## src/rtl/mul_sequencer_pkg.sv

```systemverilog
// rtl/mul_sequencer_pkg.sv - ALU control codes and multiply sequencer state encoding
package mul_sequencer_pkg;

   localparam logic [2:0] ALU_AND = 3'd0;
   localparam logic [2:0] ALU_OR  = 3'd1;
   localparam logic [2:0] ALU_ADD = 3'd2;
   localparam logic [2:0] ALU_SUB = 3'd3;
   localparam logic [2:0] ALU_MUL = 3'd4;

   typedef enum logic [1:0] {
      IDLE = 2'd0,
      RUN  = 2'd1,
      DONE = 2'd2
   } mul_state_t;

endpackage

```

## src/rtl/mul_sequencer_if.sv

```systemverilog
// rtl/mul_sequencer_if.sv - EX-stage multiply request/response signal bundle
interface mul_sequencer_if #(
   parameter int WIDTH = 32
);
   logic             valid_i;
   logic [2:0]       ALUCtrl_i;
   logic [WIDTH-1:0] data1_i;
   logic [WIDTH-1:0] data2_i;
   logic             stall_o;
   logic             busy_o;
   logic             done_o;
   logic [WIDTH-1:0] data_o;

   modport master (
      output valid_i, ALUCtrl_i, data1_i, data2_i,
      input  stall_o, busy_o, done_o, data_o
   );

   modport slave (
      input  valid_i, ALUCtrl_i, data1_i, data2_i,
      output stall_o, busy_o, done_o, data_o
   );
endinterface

```

## src/rtl/mul_seq_datapath.sv

```systemverilog
// rtl/mul_seq_datapath.sv - shift-add registers; MUL_SEQUENCER_EARLY_EXIT_EN ends iteration once the multiplier empties
module mul_seq_datapath #(
   parameter int WIDTH = 32
) (
   input  logic             clk,
   input  logic             clear,
   input  logic             load,
   input  logic             step,
   input  logic [WIDTH-1:0] mcand_in,
   input  logic [WIDTH-1:0] mplr_in,
   output logic [WIDTH-1:0] acc,
   output logic             last_step
);
   localparam int CW = $clog2(WIDTH + 1);

   logic [WIDTH-1:0] mcand;
   logic [WIDTH-1:0] mplr;
   logic [CW-1:0]    count;

   always_ff @(posedge clk) begin
      if (clear) begin
         acc   <= '0;
         mcand <= '0;
         mplr  <= '0;
         count <= '0;
      end else if (load) begin
         acc   <= '0;
         mcand <= mcand_in;
         mplr  <= mplr_in;
         count <= '0;
      end else if (step) begin
         if (mplr[0]) begin
            acc <= acc + mcand;
         end
         mcand <= mcand << 1;
         mplr  <= mplr >> 1;
         if (count != CW'(WIDTH)) begin
            count <= count + CW'(1);
         end
      end
   end

   // Evaluated during the current step: true when this step is the final one.
`ifdef MUL_SEQUENCER_EARLY_EXIT_EN
   assign last_step = (count == CW'(WIDTH - 1)) || (mplr[WIDTH-1:1] == '0);
`else
   assign last_step = (count == CW'(WIDTH - 1));
`endif

endmodule

```

## src/rtl/mul_sequencer.sv

```systemverilog
// rtl/mul_sequencer.sv - multi-cycle multiply controller stalling the EX stage until the product is ready
module mul_sequencer
   import mul_sequencer_pkg::*;
#(
   parameter int WIDTH = 32
) (
   input  logic         clk_i,
   input  logic         rst_i,
   mul_sequencer_if.slave bus
);
   mul_state_t state;
   mul_state_t state_next;

   logic start;
   logic load;
   logic step;
   logic last_step;
   logic stall;
   logic busy;
   logic done;
   logic [WIDTH-1:0] acc;

   assign start = bus.valid_i && (bus.ALUCtrl_i == ALU_MUL);

   always_ff @(posedge clk_i) begin
      if (rst_i) begin
         state <= IDLE;
      end else begin
         state <= state_next;
      end
   end

   always_comb begin
      state_next = state;
      load       = 1'b0;
      step       = 1'b0;
      stall      = 1'b0;
      busy       = 1'b0;
      done       = 1'b0;
      case (state)
         IDLE: begin
            if (start) begin
               load       = 1'b1;
               stall      = 1'b1;
               state_next = RUN;
            end
         end
         RUN: begin
            step  = 1'b1;
            stall = 1'b1;
            busy  = 1'b1;
            if (last_step) begin
               state_next = DONE;
            end
         end
         // Stall drops here so the pipeline retires the multiply this cycle.
         DONE: begin
            busy       = 1'b1;
            done       = 1'b1;
            state_next = IDLE;
         end
         default: state_next = IDLE;
      endcase
   end

   mul_seq_datapath #(
      .WIDTH(WIDTH)
   ) u_datapath (
      .clk       (clk_i),
      .clear     (rst_i),
      .load      (load),
      .step      (step),
      .mcand_in  (bus.data1_i),
      .mplr_in   (bus.data2_i),
      .acc       (acc),
      .last_step (last_step)
   );

   assign bus.stall_o = stall;
   assign bus.busy_o  = busy;
   assign bus.done_o  = done;
   assign bus.data_o  = acc;

endmodule

```

## src/flat_wrapper.sv

```systemverilog
// flat-port wrapper written by rule: the top's interface ports become plain ports
module mul_sequencer_flat import mul_sequencer_pkg::*;
#(
   parameter int WIDTH = 32
)
  (clk_i, rst_i, bus_valid_i, bus_ALUCtrl_i, bus_data1_i, bus_data2_i, bus_stall_o, bus_busy_o, bus_done_o, bus_data_o);
  mul_sequencer_if #(.WIDTH(WIDTH)) bus_i ();
  input  logic clk_i;
  input  logic rst_i;
  input wire logic [$bits(bus_i.valid_i)-1:0] bus_valid_i;
  input wire logic [$bits(bus_i.ALUCtrl_i)-1:0] bus_ALUCtrl_i;
  input wire logic [$bits(bus_i.data1_i)-1:0] bus_data1_i;
  input wire logic [$bits(bus_i.data2_i)-1:0] bus_data2_i;
  output wire logic [$bits(bus_i.stall_o)-1:0] bus_stall_o;
  output wire logic [$bits(bus_i.busy_o)-1:0] bus_busy_o;
  output wire logic [$bits(bus_i.done_o)-1:0] bus_done_o;
  output wire logic [$bits(bus_i.data_o)-1:0] bus_data_o;
  assign bus_i.valid_i = bus_valid_i;
  assign bus_i.ALUCtrl_i = bus_ALUCtrl_i;
  assign bus_i.data1_i = bus_data1_i;
  assign bus_i.data2_i = bus_data2_i;
  assign bus_stall_o = bus_i.stall_o;
  assign bus_busy_o = bus_i.busy_o;
  assign bus_done_o = bus_i.done_o;
  assign bus_data_o = bus_i.data_o;
  mul_sequencer #(.WIDTH(WIDTH)) u_core (.clk_i(clk_i), .rst_i(rst_i), .bus(bus_i));
endmodule
```

## config.mk

```make
export PLATFORM = sky130hd
export DESIGN_NAME = mul_sequencer_flat
export DESIGN_NICKNAME = d
export VERILOG_FILES = /design/src/rtl/mul_sequencer_pkg.sv /design/src/rtl/mul_sequencer_if.sv /design/src/rtl/mul_seq_datapath.sv /design/src/rtl/mul_sequencer.sv /design/src/flat_wrapper.sv
export SDC_FILE = /design/constraint.sdc
export NUM_CORES = 1
export LEC_CHECK = 0
export BUFFER_PORTS_ARGS = -buffer_cell sky130_fd_sc_hd__buf_2
export CORE_MARGIN = 4
export CORE_UTILIZATION = 45
export DETAILED_ROUTE_END_ITERATION = 8
export PLACE_DENSITY = 0.67
export SLEW_MARGIN = 0
export SYNTH_ARGS = -nofsm -noshare
export SYNTH_HDL_FRONTEND = slang
export SYNTH_SLANG_ARGS = --single-unit
```

## constraint.sdc

```tcl
create_clock -name clk_i -period 2.5 [get_ports clk_i]
set_input_delay 0.25 -clock clk_i [delete_from_list [all_inputs] [get_ports clk_i]]
set_output_delay 0.25 -clock clk_i [all_outputs]
set_load 0.1 [all_outputs]
```

==> reports/results.tsv, run 1 <==
stage	metric	value	unit
status	status	finished clean	
finish	Layout fillers	1251	
finish	Multi-input gate area	3820	µm²
power_and_ir_drop	Static Leakage	2.86	nW
floorplan	width of the die	124	µm
finish	post-route insts no fill	1000	
clocking	CTS Buf Count	9	
routing	metal3 WL	1080	µm
hold_path	Hold/Removal Path Class	input port to flip-flop	
sta	Final Critical Period	2.36	ns
routing	drt total wl	16800	µm
yosys	Post-Syn Nets	836	
placement	IO Port Bufs	104	
floorplan	die area	15400	µm²
floorplan	Die Y	124	µm
critical_path	CP startpoint kind	flip-flop	
critical_path	critical path peak fanout	7	
sta	slew margin rel.	0.589	
sta	Worst Skew	0.0112	ns
global_routing	initial antenna violation count	2	
clocking	clk buf depth	2	
floorplan	Core Rows	42	
finish	share of cells above drive strength 1	0.223	
sta	final hold viol count	0	
yosys	Mapped Area	6080	µm²
routing	first-pass detailed-route iteration total	7	
finish	Area Growth Syn to Fin	19.0	%
yosys	EDFF count, synth	0	
routing	iteration-0 DRC count of the detailed router	358	
yosys	top post-synthesis cells by area	dfxtp_1 (34%), mux2i_1 (10%), a211oi_1 (8.1%)	
clocking	Sink Count	104	
global_routing	largest net degree at the start of global routing	128	
routing	routed len/inst	16.8	µm
sta	RSZ-0062 raised after global routing	no	
yosys	Yosys warnings	0	
yosys	Yosys top cell area share	0.342	
clocking	Post CTS Setup Buffer Count	0	
floorplan	Initial Util	0.459	
critical_path	CP Data Required Time	2.80	ns
sta	final cycle utilization of the critical path	0.945	
clocking	Root Driver	clkbuf_16	
yosys	Avg Cell Area, Syn	8.34	µm²
critical_path	crit path kind	flip-flop to flip-flop	
finish	Layout Nets	926	
global_routing	Total Routing Usage GR	0.213	
yosys	post-synthesis sequential area ratio	0.342	
yosys	Distinct cells, synth	54	
placement	DP HPWL	12500	µm
clocking	TritonCTS clock tree	built	
critical_path	critical path arrival	2.66	ns
routing	M1 wire length	7590	µm
sta	FMAX	423	MHz
routing	antenna-violating nets left	0	
power_and_ir_drop	Peak VDD IR	0.000475	V
global_routing	vias in the first global route	5627	
job	Max Cap Viol	0	
routing	DRC	0	
critical_path	crit path capture type	flip-flop	
clocking	Reg clk slew, reported paths	0.07	ns
floorplan	Boundary Pins	105	
placement	routability-driven placement congestion ratio	0.951	
sta	setup violators final	0	
finish	ANT cells	0	
routing	DR WL met2	7780	µm
placement	dpl cells	984	
yosys	Async SR Flop Fraction	0	
sta	Worst Max-Slew Pin Slew	0.616	ns
routing	Highest Signal Layer	met5	
yosys	Primary FF master, synth	dfxtp_1	
global_routing	total gr overflow	0	
yosys	Synth Register Bits	104	
routing	Vias/cell	5.76	
floorplan	Core Box Area	13200	µm²
clocking	H-Tree Depth	3	
global_routing	first-pass GRT wire length	27400	µm
yosys	area leader, netlist	dfxtp_1	
yosys	top post-synthesis cells by count	dfxtp_1 (104), nor2_1 (91), nand2_1 (72)	
clocking	clk_lat worst skew	0.36	ns
power_and_ir_drop	overall power	3.69	mW
routing	vias	5761	
yosys	Synth Instances	729	
sta	Max Slew Vio Count	0	
power_and_ir_drop	Pwr Density	511	nW/µm²
finish	Storage cell area	2120	µm²
yosys	top-count cell post-synth	dfxtp_1	
==> per-layer routing <==
layer / up-vias / track usage
met4: 4 / 0.0587
met1: 2702 / 0.281
li1: 2851 / -
met5: - / 0
met3: 26 / 0.0576
met2: 178 / 0.343
==> layout make-up <==
| type | instances | share of cell area |
|---|---|---|
| multi-input cells | 568 | 0.529 |
| flip-flops and latches | 104 | 0.293 |
| repair buffers | 123 | 0.0972 |
| clock buffers | 11 | 0.0322 |
| well taps | 176 | 0.0304 |
| clock inverters | 5 | 0.0119 |
| inverters | 13 | 0.00675 |
==> worst max-delay path: stages, from the launching register on <==
cell and delay [ns]:
dfxtp_1 0.33, ha_1 0.41, nand2_1 0.13, nor4_1 0.36
nand3_1 0.21, nand3_1 0.20, nand2_1 0.17, or3_1 0.40
nand3_1 0.09
==> state kept, by name, summed over array words and instances, names as in the netlist <==
| register | flops |
|---|---|
| u_core.u_datapath.acc | 32 |
| u_core.u_datapath.mcand | 32 |
| u_core.u_datapath.mplr | 32 |
| u_core.u_datapath.count | 6 |
| u_core.state | 2 |
==> stage by stage <==
step	util	TNS, ns	hold WS (ns)	worst slack [ns]	area (µm²)
floorplan	-	-0.0390	0.386	-0.0388	6120
global placement	0.519	0	0.448	0.137	6880
detailed placement	0.519	0	0.455	0.108	6880
CTS	0.544	0	0.126	0.0730	7200
global route	0.546	0	0.148	0.0226	7230
finish	0.546	0	0.138	0.136	7230
==> layout by cell type (no fill, tap or decap), types with 4 or more instances in the layout <==
master,synthesis,routed
a21oi_1,54,54
ha_1,36,35
or3_1,5,5
mux2i_1,63,63
xnor2_1,11,11
nand4_1,14,14
a21o_1,6,6
o21ai_0,16,15
inv_1,11,11
dfxtp_1,104,75
buf_2,7,103
o21bai_1,7,7
nor2_1,91,91
buf_4,0,17
nand3_1,28,28
a211oi_1,66,66
nor4_1,5,5
nor3_1,10,10
a21oi_2,4,4
dfxtp_2,0,29
and3_1,6,6
xor2_1,14,14
nand2b_1,4,4
o21ai_1,11,12
clkbuf_16,0,9
nand2_1,72,71
==> final timing paths <==
path	start	endpoint	slack (ns)	cells after the start
setup / recovery	u_core.u_datapath.mcand[10]	u_core.u_datapath.acc[29]	0.14	8
setup reg to reg	u_core.u_datapath.mcand[10]	u_core.u_datapath.acc[29]	0.14	8
hold reg to reg	u_core.u_datapath.acc[23]	u_core.u_datapath.acc[23]	0.46	2
hold / removal	bus_data2_i[31]	u_core.u_datapath.mplr[31]	0.14	3
==> timing repair <==
item                                    4_1_cts  5_1_grt
hold buffers                                  0        0
endpoints found under the setup margin        0        6
gates resized for setup                       0        5
==> power by group <==
part           total [mW]  internal [mW]  switching, mW
clock network        1.54          0.888          0.653
registers            1.74           1.70         0.0349
logic               0.413          0.159          0.254
total                3.69           2.75          0.942
==> logic make-up (layout without fill, tap and decap cells) <==
logic type               count (synthesis)  count (layout)  synth area share
multiplexers                            63              63             0.104
adder cells (fa/ha/maj)                 37              37            0.0774
buffers and inverters                   57             152            0.0379
AO/OA/AOI/OAI                          193             193             0.217
flip-flops                             104             104             0.342
AND/OR/NAND/NOR                        250             250             0.186
XOR/XNOR                                25              25            0.0360
Power figures use the tool's default switching activity.
==> run 2: changes to the inputs <==
--- a/config.mk
+++ b/config.mk
@@ -5,6 +5,7 @@
 export SDC_FILE = /design/constraint.sdc
 export NUM_CORES = 1
 export LEC_CHECK = 0
+export ABC_AREA = 1
 export BUFFER_PORTS_ARGS = -buffer_cell sky130_fd_sc_hd__buf_2
 export CORE_MARGIN = 4
 export CORE_UTILIZATION = 45
==> reports/results.tsv, run 2 <==
stage	metric	value	unit	change
sta	Final Critical Period	1.99	ns	-0.373 ns
yosys	Primary FF master, synth	dfxtp_1		
yosys	Post-Syn Nets	1192		+43%
routing	Vias/cell	4.94		-14%
routing	DRC	0		unchanged
placement	DP HPWL	13400	µm	+7.3%
floorplan	width of the die	130	µm	+4.9%
power_and_ir_drop	Static Leakage	3.86	nW	+35%
clocking	H-Tree Depth	3		unchanged
clocking	Post CTS Setup Buffer Count	0		unchanged
yosys	top post-synthesis cells by count	nand2_1 (371), inv_1 (154), dfxtp_1 (104), nand3_1 (104), nor2_1 (99)		
critical_path	crit path kind	flip-flop to flip-flop		
yosys	Avg Cell Area, Syn	6.21	µm²	-26%
power_and_ir_drop	Switch Pwr	0.982	mW	+4.2%
power_and_ir_drop	Combinational Power Share	0.097		-0.015
clocking	TritonCTS clock tree	built		
yosys	Yosys warnings	0		unchanged
power_and_ir_drop	Clock power frac	0.412		-0.005
floorplan	Core Box Area	14600	µm²	+10%
critical_path	critical path arrival	2.26	ns	-0.40 ns
clocking	Sink Count	104		unchanged
critical_path	CP Data Required Time	2.77	ns	-0.03 ns
critical_path	crit path capture type	flip-flop		
placement	IO Port Bufs	104		unchanged
sta	Worst Max-Slew Pin Slew	0.660	ns	+0.0434 ns
yosys	Async SR Flop Fraction	0		unchanged
status	status	finished clean		
routing	drt total wl	17600	µm	+5.1%
routing	first-pass detailed-route iteration total	5		-2
power_and_ir_drop	share of power burned in registers	0.491		+0.020
sta	final hold viol count	0		unchanged
global_routing	Total Routing Usage GR	0.216		+0.00339
finish	Area Growth Syn to Fin	13.8	%	
placement	routability-driven placement congestion ratio	0.934		-1.7%
yosys	EDFF count, synth	0		unchanged
sta	worst hold slack	0.143	ns	+0.00569 ns
power_and_ir_drop	Pwr Density	454	nW/µm²	-11%
finish	share of cells above drive strength 1	0.138		-0.0851
clocking	CTS Buf Count	9		unchanged
critical_path	max incr delay on CP	0.46	ns	+0.05 ns
critical_path	Top delay family on crit path	simple AND/OR/NAND/NOR gates		
yosys	Mapped Area	6740	µm²	+11%
critical_path	CP Buf/Inv Count	1		+1
clocking	Reg clk slew, reported paths	0.08	ns	about the same
sta	slew margin rel.	0.560		-0.0289
power_and_ir_drop	sw frac	0.282		+0.0268
sta	RSZ-0062 raised after global routing	no		
sta	Max Slew Vio Count	0		unchanged
power_and_ir_drop	Peak VDD IR	0.000406	V	-15%
critical_path	worst path cell trace	ha_1, fa_1, nand3_1, nand3_1, nand3_1, nand3_2, nand2_1, nand2_1, nand2_1, nand3_1, nand2_1, inv_1		
yosys	post-synthesis sequential area ratio	0.309		-0.0335
clocking	clk_lat worst skew	0.36	ns	about the same
yosys	top-count cell post-synth	nand2_1		
routing	vias	6705		+16%
finish	Largest regs	u_core.u_datapath.acc: 32 flops, u_core.u_datapath.mcand: 32 flops, u_core.u_datapath.mplr: 32 flops		
job	Max Cap Viol	0		unchanged
sta	Sum Neg Setup Slack	0	ns	unchanged
sta	final cycle utilization of the critical path	0.796		-0.149
yosys	Yosys top cell area share	0.309		-0.0335
global_routing	initial antenna violation count	1		-1
placement	dpl cell area	7370	µm²	+7.2%
finish	Design Area, Final	7670	µm²	+6.0%
global_routing	total gr overflow	0		unchanged
global_routing	vias in the first global route	6211		+10%
clocking	Root Driver	clkbuf_16		
floorplan	Initial Util	0.462		+0.00282
critical_path	slowest cell on the critical path	fa_1		
global_routing	first-pass GRT wire length	29800	µm	+8.5%
yosys	top post-synthesis cells by area	dfxtp_1 (31%), nand2_1 (21%), inv_1 (8.6%)		
sta	setup violators final	0		unchanged
routing	antenna-violating nets left	0		unchanged
finish	commonest cells after routing, fill and taps aside	nand2_1 (371), inv_1 (154), nand3_1 (104), dfxtp_1 (104), buf_2 (103)		
finish	ANT cells	0		unchanged
clocking	Hold-fix buffers, CTS	0		unchanged
global_routing	largest net degree at the start of global routing	66		-48%
routing	iteration-0 DRC count of the detailed router	413		+15%
finish	Layout Nets	1274		+38%
yosys	Synth Register Bits	104		unchanged
critical_path	critical path peak fanout	4		-3
floorplan	Die Y	130	µm	+4.9%
floorplan	die area	17000	µm²	+10%
critical_path	CP startpoint kind	flip-flop		
hold_path	Hold/Removal Path Class	input port to flip-flop		
finish	Layout fillers	1566		+25%
floorplan	Boundary Pins	105		unchanged
clocking	clk buf depth	2		unchanged
routing	routed len/inst	13.0	µm	-22%
yosys	area leader, netlist	dfxtp_1		
yosys	Synth Instances	1085		+49%
power_and_ir_drop	P_int	2.50	mW	-9.1%
yosys	Distinct cells, synth	37		-31%
clocking	PostCTS Resize Cnt	0		unchanged
floorplan	Core Rows	44		+4.8%
sta	FMAX	502	MHz	+19%
sta	Worst Skew	0.00935	ns	-0.00183 ns
finish	commonest non-fill, non-tap cell in the layout	nand2_1		
[run 2: through the flow]
| stage | utilization | cells | setup WS, ns | total power [mW] |
|---|---|---|---|---|
| 3_5_place_dp | 0.505 | 1340 | 0.529 | 2.09 |
| 6_report | 0.526 | 1356 | 0.509 | 3.48 |
| 2_1_floorplan | - | 1085 | 0.173 | 1.98 |
| 5_1_grt | 0.526 | 1356 | 0.328 | 3.62 |
| 4_1_cts | 0.526 | 1356 | 0.510 | 3.52 |
| 3_3_place_gp | 0.505 | 1340 | 0.562 | 2.09 |
[run 2: metal layers]
| metal | track usage | vias to the layer above | share of wire |
|---|---|---|---|
| met5 | 0 | - | 0.00074 |
| met4 | 0.0593 | 2 | 0.016 |
| met3 | 0.0411 | 20 | 0.047 |
| met2 | 0.341 | 135 | 0.44 |
| met1 | 0.304 | 2958 | 0.50 |
| li1 | - | 3590 | - |
[run 2: layout make-up]
cell class / instances / area (µm²) / share of cell area
clock buffer: 9 / 225 / 0.0294
inverter: 160 / 603 / 0.0786
timing repair buffer: 113 / 616 / 0.0803
clock inverter: 7 / 71.3 / 0.00930
multi-input combinational: 779 / 3840 / 0.501
tap: 184 / 230 / 0.0300
sequential: 104 / 2080 / 0.271
[run 2: kinds of logic (layout without fill, tap and decap cells)]
kind of cell | Yosys count | in the layout | synth area share
buffers and inverters | 202 | 289 | 0.122
AO/OA/AOI/OAI | 116 | 116 | 0.102
AND/OR/NAND/NOR | 610 | 610 | 0.376
flip-flops | 104 | 104 | 0.309
adder cells (fa/ha/maj) | 37 | 37 | 0.0698
XOR/XNOR | 16 | 16 | 0.0208
[run 2: worst register-to-register path: cells and delay by family, from the launching register on]
| kind | cells | cell delay (ns) |
|---|---|---|
| adder cells (fa/ha/maj) | 2 | 0.70 |
| buffers and inverters | 1 | 0.03 |
| AND/OR/NAND/NOR | 9 | 0.86 |
| flip-flops | 1 | 0.32 |
[run 2: path summary, 6_finish.rpt]
kind         slack (ns)                         end  cells past startpoint                  startpoint
min reg2reg        0.47  u_core.u_datapath.mplr[31]                      2  u_core.u_datapath.mplr[31]
min                0.14  u_core.u_datapath.mplr[31]                      3             bus_data2_i[31]
max reg2reg        0.51   u_core.u_datapath.acc[28]                     12    u_core.u_datapath.acc[0]
max                0.51   u_core.u_datapath.acc[28]                     12    u_core.u_datapath.acc[0]
[run 2: power groups by stage]
stage                     logic, mW  clock network [mW]  registers (mW)
after floorplan               0.231                   0            1.75
after global placement        0.336                   0            1.75
after detailed placement      0.338                   0            1.75
after CTS                     0.339                1.47            1.71
after global routing          0.371                1.53            1.72
final                         0.336                1.44            1.71
==> run 3: changes to the inputs <==
--- a/config.mk
+++ b/config.mk
@@ -10,7 +10,7 @@
 export CORE_MARGIN = 4
 export CORE_UTILIZATION = 45
 export DETAILED_ROUTE_END_ITERATION = 8
-export PLACE_DENSITY = 0.67
+export PLACE_DENSITY = 0.69
 export SLEW_MARGIN = 0
 export SYNTH_ARGS = -nofsm -noshare
 export SYNTH_HDL_FRONTEND = slang
==> constraint.sdc (replaced) <==
create_clock -name clk_i -period 1.62 [get_ports clk_i]
set_input_delay 0.162 -clock clk_i [delete_from_list [all_inputs] [get_ports clk_i]]
set_output_delay 0.162 -clock clk_i [all_outputs]
set_load 0.1 [all_outputs]
==> reports/results.tsv, run 3 (synthesis results as in run 2) <==
stage	metric	value	unit	change
floorplan	width of the die	130	µm	unchanged
finish	post-route insts no fill	1478		+9.0%
status	violated checks	setup timing		
clocking	H-Tree Depth	3		unchanged
job	Max Cap Viol	0		unchanged
global_routing	Total Routing Usage GR	0.234		+0.0178
critical_path	crit path kind	flip-flop to flip-flop		
global_routing	initial antenna violation count	0		-1
global_routing	vias in the first global route	6890		+11%
sta	worst hold slack	0.0505	ns	-0.0928 ns
global_routing	largest net degree at the start of global routing	66		unchanged
routing	DRC	0		unchanged
finish	post-layout util	0.669		+0.143
finish	share of cells above drive strength 1	0.357		+0.219
routing	iteration-0 DRC count of the detailed router	487		+18%
floorplan	Initial Util	0.462		unchanged
finish	commonest cells after routing, fill and taps aside	nand2_1 (320), inv_1 (142), buf_4 (112)		
routing	first-pass detailed-route iteration total	5		unchanged
routing	M1 wire length	9690	µm	+10%
routing	Vias/cell	5.10		+3.2%
clocking	Sink Count	104		unchanged
global_routing	total gr overflow	0		unchanged
sta	Worst Skew	0.0133	ns	+0.00399 ns
finish	Largest regs	u_core.u_datapath.acc: 32 flops, u_core.u_datapath.mcand: 32 flops, u_core.u_datapath.mplr: 32 flops		
power_and_ir_drop	Peak VDD IR	0.000669	V	+65%
floorplan	Core Box Area	14600	µm²	unchanged
sta	Max Slew Vio Count	0		unchanged
critical_path	CP Data Required Time	1.88	ns	-0.89 ns
critical_path	CP startpoint kind	flip-flop		
routing	DR WL met2	10600	µm	+37%
finish	commonest non-fill, non-tap cell in the layout	nand2_1		
clocking	Root Driver	clkbuf_16		
finish	Area Growth Syn to Fin	44.8	%	
sta	setup violators final	25		+25
sta	final hold viol count	0		unchanged
sta	Final Critical Period	1.81	ns	-0.177 ns
sta	final cycle utilization of the critical path	1.12		+0.324
clocking	TritonCTS clock tree	built		
sta	FMAX	551	MHz	+9.7%
clocking	Hold-fix buffers, CTS	0		unchanged
routing	metal3 WL	1230	µm	+49%
global_routing	first-pass GRT wire length	32300	µm	+8.6%
sta	setup ws final	-0.194	ns	-0.703 ns
routing	drt total wl	22200	µm	+26%
floorplan	Die Y	130	µm	unchanged
status	status	finished with violations		
finish	ANT cells	0		unchanged
critical_path	critical path arrival	2.08	ns	-0.18 ns
sta	Worst Max-Slew Pin Slew	0.511	ns	-0.149 ns
hold_path	Hold/Removal Path Class	input port to flip-flop		
routing	vias	7539		+12%
placement	DP HPWL	14800	µm	+10%
power_and_ir_drop	Static Leakage	4.76	nW	+23%
placement	IO Port Bufs	104		unchanged
critical_path	crit path capture type	flip-flop		
placement	routability-driven placement congestion ratio	0.935		about the same
clocking	clk_lat worst skew	0.36	ns	about the same
clocking	Reg clk slew, reported paths	0.08	ns	about the same
critical_path	critical path peak fanout	4		unchanged
placement	dpl cells	1447		+8.0%
clocking	clk buf depth	2		unchanged
sta	RSZ-0062 raised after global routing	yes		
finish	Layout Nets	1396		+9.6%
sta	slew margin rel.	0.662		+0.102
routing	Highest Signal Layer	met4		
floorplan	die area	17000	µm²	unchanged
floorplan	Core Rows	44		unchanged
clocking	CTS Buf Count	9		unchanged
routing	antenna-violating nets left	0		unchanged
routing	routed len/inst	15.0	µm	+15%
floorplan	Boundary Pins	105		unchanged
power_and_ir_drop	Pwr Density	563	nW/µm²	+24%
power_and_ir_drop	overall power	5.50	mW	+58%
-- run 3: power breakdown --
part	switching (mW)	internal [mW]	leakage [nW]
clock	1.10	1.07	0.140
combinational	0.433	0.305	3.75
sequential	0.0367	2.55	0.873
-- run 3: layout make-up --
type | instances | area (µm²)
tap | 184 | 230
sequential | 104 | 2220
clock buffer | 10 | 229
multi-input combinational | 779 | 4650
clock inverter | 6 | 50.0
fill | 1282 | 4830
inverter | 160 | 608
timing repair buffer | 235 | 1770
-- run 3: timing repair --
| action | in CTS | in global routing |
|---|---|---|
| gates resized for setup | 79 | 74 |
| cloned | 0 | 7 |
| pin swaps | 15 | 30 |
| buffers inserted | 6 | 2 |
| endpoints found under the setup margin | 28 | 70 |
-- run 3: per-stage QoR --
step,instance area (µm²),setup slack [ns],TNS [ns]
detailed placement,8780,-0.230,-2.24
global placement,8780,-0.172,-1.53
finish,9760,-0.194,-2.01
global route,9760,-0.268,-4.61
floorplan,7250,-0.143,-1.58
CTS,9330,-0.164,-1.52
-- run 3: path summary, 6_finish.rpt --
path	start	end	slack (ns)	cells past startpoint
max	u_core.u_datapath.acc[1]	u_core.u_datapath.acc[24]	-0.19	12
min	bus_data1_i[5]	u_core.u_datapath.mcand[5]	0.05	3
max reg2reg	u_core.u_datapath.acc[1]	u_core.u_datapath.acc[24]	-0.19	12
min reg2reg	u_core.u_datapath.mplr[31]	u_core.u_datapath.mplr[31]	0.47	2
-- run 3: metal layers --
layer | GRT usage | up-vias
li1 | - | 3844
met1 | 0.299 | 3456
met2 | 0.404 | 195
met3 | 0.0443 | 44
met4 | 0.0665 | 0
met5 | 0 | -
-- run 3: worst max-delay path, cell delays in order (launching register included) --
cell and delay [ns]:
dfxtp_4 0.35, buf_6 0.11, fa_2 0.43, nand3_2 0.12, nand3_4 0.10, nand2_2 0.10
nand2_4 0.09, nand3_2 0.10, nand3_2 0.08, nand2_1 0.07, nand3_1 0.06, nand2_1 0.07
inv_1 0.04
